==> src/rtl/pid_mc_ctrl.sv <==
`default_nettype none
// ============================================================================
// Module   : pid_mc_ctrl
// Brief    : Multi-channel velocity-form PID with one time-shared multiplier,
//            run-time gains and symmetric output clamp with anti-windup.
// Revision : 1.0
// ============================================================================
module pid_mc_ctrl #(
  parameter int W    = 16,
  parameter int NCH  = 4,
  parameter int KW   = 16,
  parameter int FRAC = 8
) (
  input  logic             clk_i,
  input  logic             reset_i,
  input  logic             start_i,
  input  logic             clear_i,
  input  logic [NCH*W-1:0] e_in_i,
  input  logic [KW-1:0]    kp_i,
  input  logic [KW-1:0]    ki_i,
  input  logic [KW-1:0]    kd_i,
  input  logic [W-1:0]     u_max_i,
  output logic             ready_o,
  output logic [NCH*W-1:0] u_out_o,
  output logic             u_valid_o,
  output logic [NCH-1:0]   sat_o
);

  localparam int ACC_W = W + KW + 4;
  localparam int CW    = KW + 2;
  localparam int PW    = CW + W;
  localparam int PAD   = ACC_W - PW;
  localparam int CH_W  = (NCH > 1) ? $clog2(NCH) : 1;
  localparam logic [CH_W-1:0] LAST_CH = CH_W'(NCH - 1);

  typedef enum logic [2:0] {
    S_IDLE  = 3'd0,
    S_MAC0  = 3'd1,
    S_MAC1  = 3'd2,
    S_MAC2  = 3'd3,
    S_WRITE = 3'd4,
    S_DONE  = 3'd5
  } state_t;

  state_t state_q, state_d;

  logic [CH_W-1:0]         ch_q;
  logic signed [CW-1:0]    k1_q, k2_q, k3_q;
  logic signed [W-1:0]     umax_q;
  logic signed [W-1:0]     e_q     [NCH];
  logic signed [W-1:0]     e1_q    [NCH];
  logic signed [W-1:0]     e2_q    [NCH];
  logic signed [W-1:0]     uprev_q [NCH];
  logic signed [ACC_W-1:0] acc_q;
  logic [NCH*W-1:0]        u_out_q;
  logic [NCH-1:0]          sat_q;

  logic signed [CW-1:0]    kp_s, ki_s, kd_s;
  logic signed [CW-1:0]    coef;
  logic signed [W-1:0]     opnd;
  logic signed [PW-1:0]    prod;
  logic signed [ACC_W-1:0] prod_ext;
  logic signed [ACC_W-1:0] uprev_ext, umax_ext, umax_neg, sum;
  logic signed [W-1:0]     u_new;
  logic                    sat_new;

  always_ff @(posedge clk_i or posedge reset_i) begin
    if (reset_i) state_q <= S_IDLE;
    else         state_q <= state_d;
  end

  always_comb begin
    state_d = state_q;
    unique case (state_q)
      S_IDLE:  if (start_i && !clear_i) state_d = S_MAC0;
      S_MAC0:  state_d = S_MAC1;
      S_MAC1:  state_d = S_MAC2;
      S_MAC2:  state_d = S_WRITE;
      S_WRITE: state_d = (ch_q == LAST_CH) ? S_DONE : S_MAC0;
      S_DONE:  state_d = S_IDLE;
      default: state_d = S_IDLE;
    endcase
  end

  assign ready_o   = (state_q == S_IDLE);
  assign u_valid_o = (state_q == S_DONE);
  assign u_out_o   = u_out_q;
  assign sat_o     = sat_q;

  assign kp_s = {{2{kp_i[KW-1]}}, kp_i};
  assign ki_s = {{2{ki_i[KW-1]}}, ki_i};
  assign kd_s = {{2{kd_i[KW-1]}}, kd_i};

  // Shared multiplier: coefficient/history operand chosen by MAC phase.
  always_comb begin
    coef = k1_q;
    opnd = e_q[ch_q];
    if (state_q == S_MAC1) begin
      coef = k2_q;
      opnd = e1_q[ch_q];
    end else if (state_q == S_MAC2) begin
      coef = k3_q;
      opnd = e2_q[ch_q];
    end
  end

  assign prod      = PW'(coef) * PW'(opnd);
  assign prod_ext  = {{PAD{prod[PW-1]}}, prod};
  assign uprev_ext = {{(ACC_W-W){uprev_q[ch_q][W-1]}}, uprev_q[ch_q]};
  assign umax_ext  = {{(ACC_W-W){umax_q[W-1]}}, umax_q};
  assign umax_neg  = -umax_ext;
  assign sum       = (acc_q >>> FRAC) + uprev_ext;

  always_comb begin
    u_new   = sum[W-1:0];
    sat_new = 1'b0;
    if (umax_q[W-1] || (umax_q == '0)) begin
      u_new   = '0;
      sat_new = 1'b1;
    end else if (sum > umax_ext) begin
      u_new   = umax_q;
      sat_new = 1'b1;
    end else if (sum < umax_neg) begin
      u_new   = umax_neg[W-1:0];
      sat_new = 1'b1;
    end
  end

  always_ff @(posedge clk_i or posedge reset_i) begin
    if (reset_i) begin
      ch_q    <= '0;
      k1_q    <= '0;
      k2_q    <= '0;
      k3_q    <= '0;
      umax_q  <= '0;
      acc_q   <= '0;
      u_out_q <= '0;
      sat_q   <= '0;
      for (int c = 0; c < NCH; c++) begin
        e_q[c]     <= '0;
        e1_q[c]    <= '0;
        e2_q[c]    <= '0;
        uprev_q[c] <= '0;
      end
    end else begin
      unique case (state_q)
        S_IDLE: begin
          if (clear_i) begin
            for (int c = 0; c < NCH; c++) begin
              e1_q[c]    <= '0;
              e2_q[c]    <= '0;
              uprev_q[c] <= '0;
            end
          end else if (start_i) begin
            k1_q   <= kp_s + ki_s + kd_s;
            k2_q   <= kp_s + (kd_s <<< 1);
            k3_q   <= kd_s;
            umax_q <= u_max_i;
            ch_q   <= '0;
            for (int c = 0; c < NCH; c++) e_q[c] <= e_in_i[c*W +: W];
          end
        end
        S_MAC0: acc_q <= prod_ext;
        S_MAC1: acc_q <= acc_q - prod_ext;
        S_MAC2: acc_q <= acc_q + prod_ext;
        S_WRITE: begin
          // Clamped value becomes the new history, which is what prevents windup.
          u_out_q[ch_q*W +: W] <= u_new;
          uprev_q[ch_q]        <= u_new;
          sat_q[ch_q]          <= sat_new;
          e2_q[ch_q]           <= e1_q[ch_q];
          e1_q[ch_q]           <= e_q[ch_q];
          ch_q                 <= ch_q + 1'b1;
        end
        default: ;
      endcase
    end
  end

endmodule
`default_nettype wire
==> config.mk <==
export PLATFORM = sky130hd
export DESIGN_NAME = pid_mc_ctrl
export DESIGN_NICKNAME = d
export VERILOG_FILES = /design/src/rtl/pid_mc_ctrl.sv
export SDC_FILE = /design/constraint.sdc
export NUM_CORES = 2
export LEC_CHECK = 0
export BUFFER_PORTS_ARGS = -buffer_cell sky130_fd_sc_hd__buf_2
export CAP_MARGIN = 20
export CORE_MARGIN = 2
export CORE_UTILIZATION = 40
export DETAILED_ROUTE_END_ITERATION = 7
export GPL_TIMING_DRIVEN = 1
export HOLD_SLACK_MARGIN = 0.05
export SYNTH_ARGS = -nofsm -noshare
export SYNTH_HDL_FRONTEND = slang
export SYNTH_SLANG_ARGS = --single-unit
export TNS_END_PERCENT = 10
==> constraint.sdc <==
create_clock -name clk_i -period 23.6 [get_ports clk_i]
set_input_delay 0 -clock clk_i [delete_from_list [all_inputs] [get_ports clk_i]]
set_output_delay 0 -clock clk_i [all_outputs]
set_load 0.02 [all_outputs]
==> flow_summary.toml <==
[outcome]
outcome = "complete, no violations"

[setup_path]
cp_top_family = "adder cells"
critical_path_class = "flop to flop"
crit_required_ns = 24.14
cpPeakStageDelay_ns = 0.76
worst-path-buf-inv = 8
worst_path_most_repeated_cell = "fa_1"
critPathMaxFanout = 27
start_kind = "flop"
end_kind = "flop"
crit_arrival_ns = 13.26
crit_slowest_cell = "dfrtp_4"

[clocking]
numCtsBuffers = 51
clock_latency_ns = 0.61
cts-root-buf = "clkbuf_16"
cts_max_level = 2
clkSlewWorstSetupHoldPaths_ns = 0.06
cts_tree = "built"
clk_path_buf_depth = 3
cts.sinks = 433

[floorplanning]
num_rows = 111
die-area_um2 = 95200
die_x_um = 308.6
ios = 202
fp.dieH_um = 308.6
start_util_pct = 40.41
core_um2 = 91800

[finish]
post-route-util_pct = 46.32
area_delta_synth_final_pct = 14.61
final_cells = 5467
final_common_cell = "nand2_1"
nets = 4886
layout_common_cells = "610 x nand2_1, 430 x dfrtp_1, 429 x inv_1"
drive_above_1_share_pct = 11.65
fillers = 8731

[route]
drc_errors = 0
drt_wl_total_mm = 105.7
firstDrtPassIters = 7
wl_met1_mm = 49.03
routedWlPerCell_um = 19.34
ant_nets = 0
avgViaCountPerCell = 5.413
dr_wl_met3_mm = 6.953
vias = 29590
routed-wl-met2_mm = 47.58
maxUsedRoutingLayer = "met4"
drt_iter0_markers = 2147

[sta]
tightest_slew_ns = 1.216
slew_headroom_pct = 18.41
setup_tns_ns = 0
timing.fmax_ghz = 0.07861
rsz0062_at_grt = "false"
fin_skew_ns = 0.03621
slew_violations = 0
finalHoldViolCount = 0
fin_crit_sh_pct = 53.90
setup_viol = 0
post-route-min-period_ns = 12.72
worst_slack_ns = 10.88

[synth]
syn_area_per_cell_um2 = 9.489
yosysWarnings = 0
ys_ff_latch = 433
async_flop_share_pct = 100.0
yosysUniqueCellTypes = 100
synthFlopType = "dfrtp_1"
synth_edf_count = 0
syn_area_um2 = 37100
synthesis.nets = 4614
synthCells = 3910
ys_seq_area_share_pct = 29.21

[grt]
gr-total-overflow = 0
grt_max_degree = 129
grt_usage_pct = 22.54
grt_pass1_vias = 30200
antenna_found_initial = 1
grt_pass1_wl_mm = 170.0

[placement]
place_ws_ns = 10.90
gp_congestion = 0.9419
place_inst = 5241
hpwl_mm = 78.94
io_buffer_count = 201

[hold_path]
hp-class = "input port to flop"

[run]
maxCapViolations = 0
per-stage QoR:
stage | area, µm² | hold slack, ns
5_1_grt | 42520 | 0.09420
3_3_place_gp | 39420 | 0.1886
6_report | 42520 | 0.07307
4_1_cts | 42470 | 0.05108
3_5_place_dp | 39420 | 0.1944
2_1_floorplan | 37100 | 0.1054
Yosys cell counts, types with 24 or more instances:
cell type / instances / area, µm²
a21o_1: 62 / 465.5
nand2_1: 610 / 2290
mux2i_1: 46 / 460.4
xnor2_1: 97 / 849.6
nor2_1: 283 / 1062
mux4_2: 64 / 1441
clkbuf_1: 131 / 491.7
and3_1: 28 / 175.2
inv_1: 430 / 1614
a21oi_1: 148 / 740.7
nand3_1: 26 / 130.1
dfrtp_1: 433 / 10840
o21ai_0: 205 / 1026
and2_1: 27 / 168.9
buf_1: 26 / 97.59
a22o_1: 186 / 1629
o31ai_1: 24 / 180.2
ha_1: 262 / 3278
xor2_1: 47 / 411.6
nor3_1: 29 / 145.1
a22oi_1: 26 / 195.2
nand2b_1: 34 / 212.7
fa_1: 310 / 6206
o21a_1: 44 / 330.3
flip-flops by register name, indices dropped and copies added, names as in the netlist:
register / flops
k1_q: 18
state_q: 3
uprev_q: 64
k3_q: 16
sat_o: 4
k2_q: 18
ch_q: 2
e2_q: 64
acc_q: 36
e_q: 64
umax_q: 16
u_out_o: 64
e1_q: 64
worst paths after layout:
path	to	depth (start not counted)	slack, ns	start
min reg2reg	e_q[40]	2	0.47	e_q[40]
max reg2reg	acc_q[35]	42	10.88	ch_q[0]
max	acc_q[35]	42	10.88	ch_q[0]
min in group asynchronous	uprev_q[24]	3	0.14	reset_i
min	k1_q[17]	6	0.07	ki_i[15]
max in group asynchronous	k1_q[17]	6	20.49	reset_i
tightest hold or removal path: stages:
cell and delay, ns:
buf_2 0.09, fa_1 0.19, ha_1 0.17, nor2_1 0.04
nand3_1 0.06, o21ai_0 0.06
routing by layer:
metal,vias to the layer above,track usage [%]
met4,0,4.901
li1,13860,-
met2,863,35.19
met1,14720,32.66
met3,144,4.145
met5,-,0
repair_timing:
action / CTS / global route
endpoints found under the hold margin: 242 / 0
resized for setup: 0 / 0
buffers inserted: 0 / 0
endpoints found under the setup margin: 0 / 0
hold buffers: 125 / 0
kinds of logic after synthesis:
group,after synthesis,share of synthesized area (%)
AO/OA/AOI/OAI,886,16.43
XOR/XNOR,145,3.443
adder cells (fa/ha/maj),572,25.56
buffers and inverters,599,6.307
flip-flops,433,29.21
multiplexers,121,5.460
AND/OR/NAND/NOR,1154,13.59
final cells by class:
| class | count | area (µm²) | share of cell area [%] |
|---|---|---|---|
| multi-input combinational | 2878 | 23980 | 56.40 |
| sequential | 433 | 10840 | 25.50 |
| timing repair buffer | 386 | 2714 | 6.382 |
| inverter | 432 | 1629 | 3.831 |
| tap | 1243 | 1555 | 3.658 |
| clock buffer | 73 | 1459 | 3.431 |
| clock inverter | 21 | 334.1 | 0.7857 |
| antenna | 1 | 2.502 | 0.005885 |
Power is not shown: default switching activity piles up to over one toggle a cycle in this logic, so the estimate is an artifact.
